--- src/rtl/vc4000_cart_loader.sv ---
// Cartridge RAM owner: arbitrates HPS downloads and CPU fetches, fills the
// unused tail after a load, derives the mirror mask and holds the CPU meanwhile.
module vc4000_cart_loader #(
  parameter int unsigned ADDR_W     = 13,
  parameter int unsigned LOAD_INDEX = 1,
  parameter logic [7:0]  FILL_BYTE  = 8'hFF,
  parameter int unsigned HOLD_CYC   = 16,
  parameter int unsigned RD_LAT     = 1
) (
  input  logic              clk,
  input  logic              reset_n,
  input  logic              ioctl_download,
  input  logic [7:0]        ioctl_index,
  input  logic              ioctl_wr,
  input  logic [24:0]       ioctl_addr,
  input  logic [7:0]        ioctl_dout,
  output logic              ioctl_wait,
  input  logic              cpu_req,
  input  logic [14:0]       cpu_addr,
  output logic              cpu_ack,
  output logic [7:0]        cpu_rdata,
  output logic              cpu_hold,
  output logic [ADDR_W-1:0] ram_addr,
  output logic [7:0]        ram_din,
  output logic              ram_we,
  input  logic [7:0]        ram_dout,
  output logic [ADDR_W:0]   cart_size,
  output logic [ADDR_W-1:0] cart_mask
);

  localparam int unsigned SIZE_W = ADDR_W + 1;
  localparam int unsigned DEPTH  = 1 << ADDR_W;
  localparam int unsigned HCNT_W = (HOLD_CYC > 1) ? $clog2(HOLD_CYC) : 1;
  localparam int unsigned RCNT_W = 2;
  localparam logic [SIZE_W-1:0] FULL = SIZE_W'(DEPTH);

  typedef enum logic [1:0] {ST_RUN, ST_LOAD, ST_FILL, ST_HOLD} state_t;

  state_t              state_q, state_d;
  logic                dl_q, dl_d;
  logic                cpu_hold_q, cpu_hold_d;
  logic                ioctl_wait_q, ioctl_wait_d;
  logic                ram_we_q, ram_we_d;
  logic [ADDR_W-1:0]   ram_addr_q, ram_addr_d;
  logic [7:0]          ram_din_q, ram_din_d;
  logic                cpu_ack_q, cpu_ack_d;
  logic [7:0]          cpu_rdata_q, cpu_rdata_d;
  logic [SIZE_W-1:0]   cart_size_q, cart_size_d;
  logic [ADDR_W-1:0]   cart_mask_q, cart_mask_d;
  logic [SIZE_W-1:0]   fill_ptr_q, fill_ptr_d;
  logic [HCNT_W-1:0]   hold_cnt_q, hold_cnt_d;
  logic                rd_busy_q, rd_busy_d;
  logic [RCNT_W-1:0]   rd_cnt_q, rd_cnt_d;

  logic                load_hit_c;
  logic                dl_rise_c;
  logic [25:0]         addr_p1_c;
  logic                in_range_c;
  logic [SIZE_W-1:0]   byte_lim_c;
  logic [ADDR_W-1:0]   size_m1_c;
  logic [ADDR_W-1:0]   mask_c;
  logic                mask_acc_c;
  logic                unused_c;

  assign unused_c   = ^{ioctl_index[7:6], cpu_addr[14:ADDR_W]};
  assign load_hit_c = ioctl_download && (ioctl_index[5:0] == 6'(LOAD_INDEX));
  assign dl_rise_c  = load_hit_c && !dl_q;
  assign addr_p1_c  = 26'(ioctl_addr) + 26'd1;
  assign in_range_c = (addr_p1_c <= 26'(DEPTH));
  assign byte_lim_c = in_range_c ? SIZE_W'(addr_p1_c) : FULL;

  // Mirror mask: smear the highest set bit of (size-1) downwards.
  always_comb begin
    size_m1_c  = ADDR_W'(cart_size_q - SIZE_W'(1));
    mask_acc_c = 1'b0;
    mask_c     = '0;
    for (int i = int'(ADDR_W) - 1; i >= 0; i--) begin
      mask_acc_c = mask_acc_c | size_m1_c[i];
      mask_c[i]  = mask_acc_c;
    end
    if (cart_size_q == '0) mask_c = '0;
  end

  always_comb begin
    state_d      = state_q;
    dl_d         = ioctl_download;
    cpu_hold_d   = cpu_hold_q;
    ioctl_wait_d = 1'b0;
    ram_we_d     = 1'b0;
    ram_addr_d   = ram_addr_q;
    ram_din_d    = ram_din_q;
    cpu_ack_d    = 1'b0;
    cpu_rdata_d  = cpu_rdata_q;
    cart_size_d  = cart_size_q;
    cart_mask_d  = cart_mask_q;
    fill_ptr_d   = fill_ptr_q;
    hold_cnt_d   = hold_cnt_q;
    rd_busy_d    = rd_busy_q;
    rd_cnt_d     = rd_cnt_q;

    case (state_q)
      ST_RUN: begin
        if (load_hit_c) begin
          state_d     = ST_LOAD;
          cpu_hold_d  = 1'b1;
          rd_busy_d   = 1'b0;
          cart_size_d = '0;
        end else if (rd_busy_q) begin
          if (rd_cnt_q == '0) begin
            cpu_ack_d   = 1'b1;
            cpu_rdata_d = ram_dout;
            rd_busy_d   = 1'b0;
          end else begin
            rd_cnt_d = rd_cnt_q - RCNT_W'(1);
          end
        end else if (cpu_req) begin
          ram_addr_d = cpu_addr[ADDR_W-1:0] & cart_mask_q;
          rd_busy_d  = 1'b1;
          rd_cnt_d   = RCNT_W'(RD_LAT);
        end
      end

      ST_LOAD: begin
        if (ioctl_wr && !ioctl_wait_q) begin
          ioctl_wait_d = 1'b1;
          if (in_range_c) begin
            ram_we_d   = 1'b1;
            ram_addr_d = ioctl_addr[ADDR_W-1:0];
            ram_din_d  = ioctl_dout;
          end
          if (byte_lim_c > cart_size_q) cart_size_d = byte_lim_c;
        end
        // A write accepted in the same cycle still lands before the fill starts.
        if (!ioctl_download) begin
          state_d    = ST_FILL;
          fill_ptr_d = cart_size_d;
        end
      end

      ST_FILL: begin
        if (dl_rise_c) begin
          state_d     = ST_LOAD;
          cart_size_d = '0;
        end else begin
          cart_mask_d = mask_c;
          if (fill_ptr_q == FULL) begin
            state_d    = ST_HOLD;
            hold_cnt_d = '0;
          end else begin
            ram_we_d   = 1'b1;
            ram_addr_d = fill_ptr_q[ADDR_W-1:0];
            ram_din_d  = FILL_BYTE;
            fill_ptr_d = fill_ptr_q + SIZE_W'(1);
          end
        end
      end

      ST_HOLD: begin
        if (dl_rise_c) begin
          state_d     = ST_LOAD;
          cart_size_d = '0;
        end else if (hold_cnt_q == HCNT_W'(HOLD_CYC - 1)) begin
          state_d    = ST_RUN;
          cpu_hold_d = 1'b0;
        end else begin
          hold_cnt_d = hold_cnt_q + HCNT_W'(1);
        end
      end

      default: state_d = ST_RUN;
    endcase
  end

  always_ff @(posedge clk or negedge reset_n) begin
    if (!reset_n) begin
      state_q      <= ST_RUN;
      dl_q         <= 1'b0;
      cpu_hold_q   <= 1'b0;
      ioctl_wait_q <= 1'b0;
      ram_we_q     <= 1'b0;
      ram_addr_q   <= '0;
      ram_din_q    <= '0;
      cpu_ack_q    <= 1'b0;
      cpu_rdata_q  <= '0;
      cart_size_q  <= '0;
      cart_mask_q  <= '0;
      fill_ptr_q   <= '0;
      hold_cnt_q   <= '0;
      rd_busy_q    <= 1'b0;
      rd_cnt_q     <= '0;
    end else begin
      state_q      <= state_d;
      dl_q         <= dl_d;
      cpu_hold_q   <= cpu_hold_d;
      ioctl_wait_q <= ioctl_wait_d;
      ram_we_q     <= ram_we_d;
      ram_addr_q   <= ram_addr_d;
      ram_din_q    <= ram_din_d;
      cpu_ack_q    <= cpu_ack_d;
      cpu_rdata_q  <= cpu_rdata_d;
      cart_size_q  <= cart_size_d;
      cart_mask_q  <= cart_mask_d;
      fill_ptr_q   <= fill_ptr_d;
      hold_cnt_q   <= hold_cnt_d;
      rd_busy_q    <= rd_busy_d;
      rd_cnt_q     <= rd_cnt_d;
    end
  end

  assign ioctl_wait = ioctl_wait_q;
  assign cpu_ack    = cpu_ack_q;
  assign cpu_rdata  = cpu_rdata_q;
  assign cpu_hold   = cpu_hold_q;
  assign ram_addr   = ram_addr_q;
  assign ram_din    = ram_din_q;
  assign ram_we     = ram_we_q;
  assign cart_size  = cart_size_q;
  assign cart_mask  = cart_mask_q;

endmodule

--- config.mk ---
export PLATFORM = sky130hd
export DESIGN_NAME = vc4000_cart_loader
export DESIGN_NICKNAME = d
export VERILOG_FILES = /design/src/rtl/vc4000_cart_loader.sv
export SDC_FILE = /design/constraint.sdc
export NUM_CORES = 1
export LEC_CHECK = 0
export ABC_AREA = 0
export CAP_MARGIN = 25
export CORE_AREA = 2 2 165 86
export DETAILED_ROUTE_END_ITERATION = 6
export DIE_AREA = 0 0 167 88
export DONT_BUFFER_PORTS = 1
export GPL_TIMING_DRIVEN = 0
export HOLD_SLACK_MARGIN = 0.15
export SLEW_MARGIN = 40
export SYNTH_ARGS = -nofsm -noshare
export SYNTH_HDL_FRONTEND = slang
export SYNTH_SLANG_ARGS = --single-unit
export TNS_END_PERCENT = 1
--- constraint.sdc ---
create_clock -name clk -period 3.4 [get_ports clk]
set_input_delay 0.68 -clock clk [delete_from_list [all_inputs] [get_ports clk]]
set_output_delay 0.68 -clock clk [all_outputs]
set_load 0.02 [all_outputs]
; ---- Word-level counts from Yosys, hierarchy flattened
; Index checks and enable logic that the tools add are counted.
[word_totals]
register_bits = 84
input_bits = 69
out_inout_bits = 60
word_cells = 142
[op_classes]
addsub = 5
order_cmp = 2
n_eq_ne = 23
muxes = 58
bitwise = 15
n_reduce_logical = 24
[op_table]
columns = op, count
row1 = 14-bit two-way mux, 8
row2 = 13-bit two-way mux, 8
row3 = 14-bit one-hot mux with 3 select lines, 1
row4 = 13-bit one-hot mux with 3 select lines, 1
row5 = 8-bit two-way mux, 4
row6 = "2-bit != test, second input constant", 14
row7 = 14-bit one-hot mux with 2 select lines, 1
row8 = "25-bit by 1-bit adder with 26-bit output, second input constant", 1
row9 = "26-bit by 14-bit less-or-equal comparator with 1-bit output, second input constant", 1
row10 = 4-bit AND reduction, 5
row11 = 2-bit two-way mux, 9
row12 = 1-bit two-way mux, 17
row13 = 4-bit two-way mux, 4
row14 = 8-bit one-hot mux with 2 select lines, 1
row15 = "14-bit by 1-bit adder with 14-bit output, second input constant", 1
row16 = "14-bit == test, second input constant", 1
row17 = 14-bit > comparator, 1
row18 = 14-bit logical NOT, 1
row19 = 13-bit bitwise AND, 1
row20 = "13-bit by 1-bit subtractor with 13-bit output, second input constant", 1
row21 = 1-bit bitwise OR, 12
row22 = 5-bit AND reduction, 2
row23 = 2-bit one-hot mux with 4 select lines, 1
row24 = 4-bit one-hot mux with 2 select lines, 1
row25 = 18 further kinds, 30

; ---- Depth between registers and ports, before layout
[depth]
ltp_word = 14
ltp_mapped = 22
mapped_depth_nobuf = 17

; ---- Worst setup path before layout
; No wires, ideal clock.
[synth_path]
path_type = input port to flip-flop
from = input ioctl_addr[0]
to = register fill_ptr_q[2]
setup_time_ps = 133
t_arrival_ps = 4730
required_time_ps = 3267
slack_ps = -1463
path_stages = 22
path_buffers = 5
path_cell_list = ha_1 > and4_1 > buf_6 > nand2_2 > or4b_1 > a21oi_1 > and4_1 > buf_4 > nand3_4 > buf_2 > nor2_1 > ha_1 > a21o_1 > a21oi_1 > nor2b_1 > o31a_1 > o31ai_1 > clkbuf_1 > buf_1 > nand2_1 > a222oi_1 > a21oi_1
[synth_between]
elab_chain_cells = 8
[synth_rtl]
columns = item, line_no
row1 = start: declaration, 15  ; input logic [24:0] ioctl_addr,
row2 = 25-bit by 1-bit adder with 26-bit output (*), 68  ; assign addr_p1_c = 26'(ioctl_addr) + 26'd1;
row3 = 26-bit by 14-bit less-or-equal comparator with 1-bit output, 69  ; assign in_range_c = (addr_p1_c <= 26'(DEPTH));
row4 = 14-bit two-way mux (*), 70  ; assign byte_lim_c = in_range_c ? SIZE_W'(addr_p1_c) : FULL;
row5 = 14-bit > comparator, 131  ; if (byte_lim_c > cart_size_q) cart_size_d = byte_lim_c;
row6 = 14-bit two-way mux (*), 131
row7 = 14-bit two-way mux (*), 124  ; if (ioctl_wr && !ioctl_wait_q) begin
row8 = 14-bit two-way mux (*), 134  ; if (!ioctl_download) begin
row9 = 14-bit one-hot mux with 2 select lines (*), 101  ; case (state_q)
row10 = end signal: assignment, 203  ; fill_ptr_q <= fill_ptr_d;
row11 = end: declaration, 50  ; logic [SIZE_W-1:0] fill_ptr_q, fill_ptr_d;
; Every way passes the cells marked *; elsewhere a longest branch is shown, timed or not. The select of a mux whose other input is x is not followed.
; A chain may end at the register's enable or synchronous reset.

; ---- Final worst setup path
[layout_path]
from = input ioctl_addr[1]
to = register fill_ptr_q[7]
; The elaborated chain is that of the path after synthesis.

==> results.yml <==
run_status:
  run_status: "complete, but fails checks"
  violations: "negative setup slack"
final_layout:
  drive_above_1_share_pct: 20.5
  diodes: 0
  area_delta_synth_final_pct: 21.9
  fill_cells: 1207
  seqCellArea_mm2: 0.00210
  multi_input_area_mm2: 0.00380
  nNetsFinal: 813
  final_area_mm2: 0.00718
synth:
  avgSynthCellArea_um2: 8.74
  ys_top_cells_by_area: "dfrtp_1 36%, ha_1 5.5%, nand2_1 5.1%"
  syn-num-nets: 769
  seq_area_frac_synth_pct: 35.7
  yosys_most_used_dff: "dfrtp_1"
  synth_seq_cells: 84
  yosys_warnings: 0
  yosysUniqueCellTypes: 72
  syn-cell-area_mm2: 0.00589
  synthCells: 674
  netlist.area_leader.share_pct: 35.7
  synthArstFlopShare_pct: 100
  synth-edff-count: 0
  synth_area_leader_cell: "dfrtp_1"
sta:
  timing.final.ws_setup_ns: -1.07
  final.period_utilization_pct: 132
  slew_violations: 0
  setup_viol: 28
  tightestPinTransition_ns: 0.734
  post-route-min-period_ns: 4.47
  hold_viol: 0
  fmax_mhz: 224
  hold_ws_ns: 0.225
  skew_ns: 0.00990
  slew_headroom_pct: 50.4
  rsz0062_at_grt: "true"
clocking:
  path_clk_slew_ns: 0.07
  clock_latency_ns: 0.35
  cts-root-buf: "clkbuf_16"
  htreeDepth: 3
  clockBufferDepth: 2
  cts_buffers: 9
  clock-sinks: 84
  cts_tree: "yes"
global_routing:
  grt_overflow: 0
  antenna_found_initial: 0
  track_usage_pct: 27.6
  grt_max_degree: 85
  grt_pass1_vias: 5176
  grt_pass1_wl_mm: 30.7
detailed_routing:
  drc: 0
  routedWlPerCell_um: 22.9
  vias_per_cell: 6.31
  drt_iter0_markers: 662
  vias: 5670
  wirelength_mm: 20.6
  dr.pass1.iters: 5
  ant_nets: 0
floorplanning:
  start_util_pct: 44.4
  fp.dieArea_mm2: 0.0147
  die_width_um: 167
  coreArea_mm2: 0.0133
  io_pins: 129
  die_h_um: 88
  row_count: 30
worst_setup_path:
  cpMostUsedCell: "ha_4"
  worstPathRequired_ns: 3.65
  crit_chain: "ha_4, and4_1, buf_6, nand2_4, or4b_4, a21oi_4, and4_4, nand3_4, buf_8, nor2_4, ha_4, a21o_1, a21oi_2, nor2b_1, o31a_1, o31ai_4, clkbuf_8, nand2_2, a222oi_1, o21ba_2"
  crit_type: "input port to flop"
  end_kind: "flop"
  cp_slowest_cell: "or4b_4"
  cp-start-kind: "input port"
  cp.arrival_ns: 4.72
  critical_path.max_stage_delay_ns: 0.54
  path_max_fanout: 7
  cp_top_family: "compound AO/OA/AOI/OAI gates"
  cp.buffers_inverters: 3
power:
  power.leakage_nw: 3.08
  ir_drop_uv: 379
  power_density_mw_per_mm2: 773
placement:
  hpwl_mm: 15.2
  gp_congestion: 0.940
  dpl_cell_area_mm2: 0.00623
  io_buffers: 0
job:
  maxCapViolCount: 0
hold_path:
  hp-class: "input port to async pin"
## state kept, by name, summed over array words and instances (netlist names)
register / cells
hold_cnt_q: 4
ioctl_wait: 1
cpu_hold: 1
cart_mask: 13
state_q: 2
ram_we: 1
fill_ptr_q: 14
ram_din: 8
cart_size: 14
dl_q: 1
cpu_ack: 1
cpu_rdata: 8
rd_busy_q: 1
rd_cnt_q: 2
ram_addr: 13
## worst register-to-register path, cell delays in order, from the launching register on
cell and delay [ns]:
dfrtp_1 0.47, clkbuf_1 0.45, inv_1 0.24, ha_1 0.26
a21o_1 0.16, a21oi_2 0.13, nor2b_1 0.05, o31a_1 0.32
o31ai_4 0.43, clkbuf_8 0.26, nand2_2 0.05, a222oi_1 0.34
o21ba_2 0.21
## cells in the mapped netlist (4+ instances only)
cell / n
xor2_1: 10
a22o_1: 22
nor4_1: 5
nor2b_1: 5
o2bb2ai_1: 7
nand2_1: 80
inv_1: 28
nand3_1: 26
mux2_2: 14
nor2_1: 58
xnor2_1: 12
and4_1: 7
buf_1: 4
nand4_1: 12
buf_2: 6
a21oi_1: 31
mux2_4: 10
ha_1: 26
o31ai_1: 5
and2_1: 6
a211oi_1: 9
o21ai_0: 48
clkbuf_1: 24
nor3_1: 17
dfrtp_1: 84
nand2b_1: 9
o311a_1: 6
mux2i_1: 13
and3_1: 11
nor4b_1: 8
or3_1: 4
## power breakdown
group | total (mW) | internal, mW | leakage (nW) | switching (mW)
Combinational | 2.42 | 1.03 | 1.83 | 1.38
Sequential | 1.99 | 1.34 | 1.09 | 0.653
Clock | 1.15 | 0.678 | 0.166 | 0.470
## final timing paths
| path | startpoint | end | slack, ns | cells past startpoint |
|---|---|---|---|---|
| setup / recovery | ioctl_addr[1] | fill_ptr_q[7] | -1.07 | 20 |
| hold / removal | reset_n | cart_mask[8] | 0.22 | 1 |
| setup reg to reg | cart_size[2] | fill_ptr_q[7] | -0.08 | 12 |
| hold reg to reg | rd_busy_q | rd_cnt_q[0] | 0.54 | 1 |
| max in group asynchronous | reset_n | state_q[1] | 2.80 | 1 |
| min in group clk | ioctl_download | dl_q | 0.35 | 0 |
## final cells by class
| type | instances | area share, % |
|---|---|---|
| buffer | 38 | 4.23 |
| multi-input combinational | 522 | 52.9 |
| clock buffer | 10 | 3.33 |
| tap | 176 | 3.07 |
| sequential | 84 | 29.3 |
| clock inverter | 6 | 1.36 |
| inverter | 28 | 1.46 |
| timing repair buffer | 35 | 4.36 |
## cells in the final DEF (no fill, tap or decap), types with 7 or more instances in the layout
cell       instances
xnor2_1           12
mux2_4            11
nand4_1           12
o2bb2ai_1          7
nand2b_1           9
clkbuf_1          21
ha_1              24
nand3_1           25
xor2_1             8
clkbuf_16         10
a22o_1            22
nor3_1            17
a21oi_1           27
dfrtp_1           84
and3_1            11
mux2_2            14
inv_1             28
nor2_1            52
buf_4             32
nand2_1           76
o21ai_0           48
mux2i_1           12
## cell families after synthesis
family                     share of synthesized area (%)
adders and majority gates                           5.52
buffers and inverters                               5.18
xor gates and xnor gates                            3.27
DFF                                                 35.7
and+or+nand+nor                                     23.7
muxes                                               7.63
AOI/OAI and AO/OA                                   19.0
## repair_timing
action	in CTS	in global routing
gates cloned	0	1
endpoints found under the hold margin	84	0
pin swaps	10	34
resized for setup	22	47
setup endpoints to repair	28	33
hold buffers	1	0
setup buffers	8	25
## routing by layer
layer / vias to the layer above / part of all wire [%] / track usage (%)
li1: 2541 / - / -
met1: 2758 / 47 / 42.5
met2: 348 / 39 / 36.9
met3: 23 / 13 / 9.81
met4: 0 / 0.84 / 4.70
met5: - / 0 / 0
## through the flow
step                worst slack, ns  utilization [%]  TNS, ns  power (mW)  std cells
floorplan                    -0.908                -   -22.09        3.44        674
global placement              -1.76             47.0   -45.24        4.03        850
detailed placement            -1.77             47.0   -44.57        4.10        850
CTS                          -0.963             50.9   -22.95        5.35        874
global route                  -1.23             54.2   -29.36        5.86        899
finish                        -1.07             54.2   -25.42        5.55        899
Note: power is estimated with default switching activity, not from simulation.
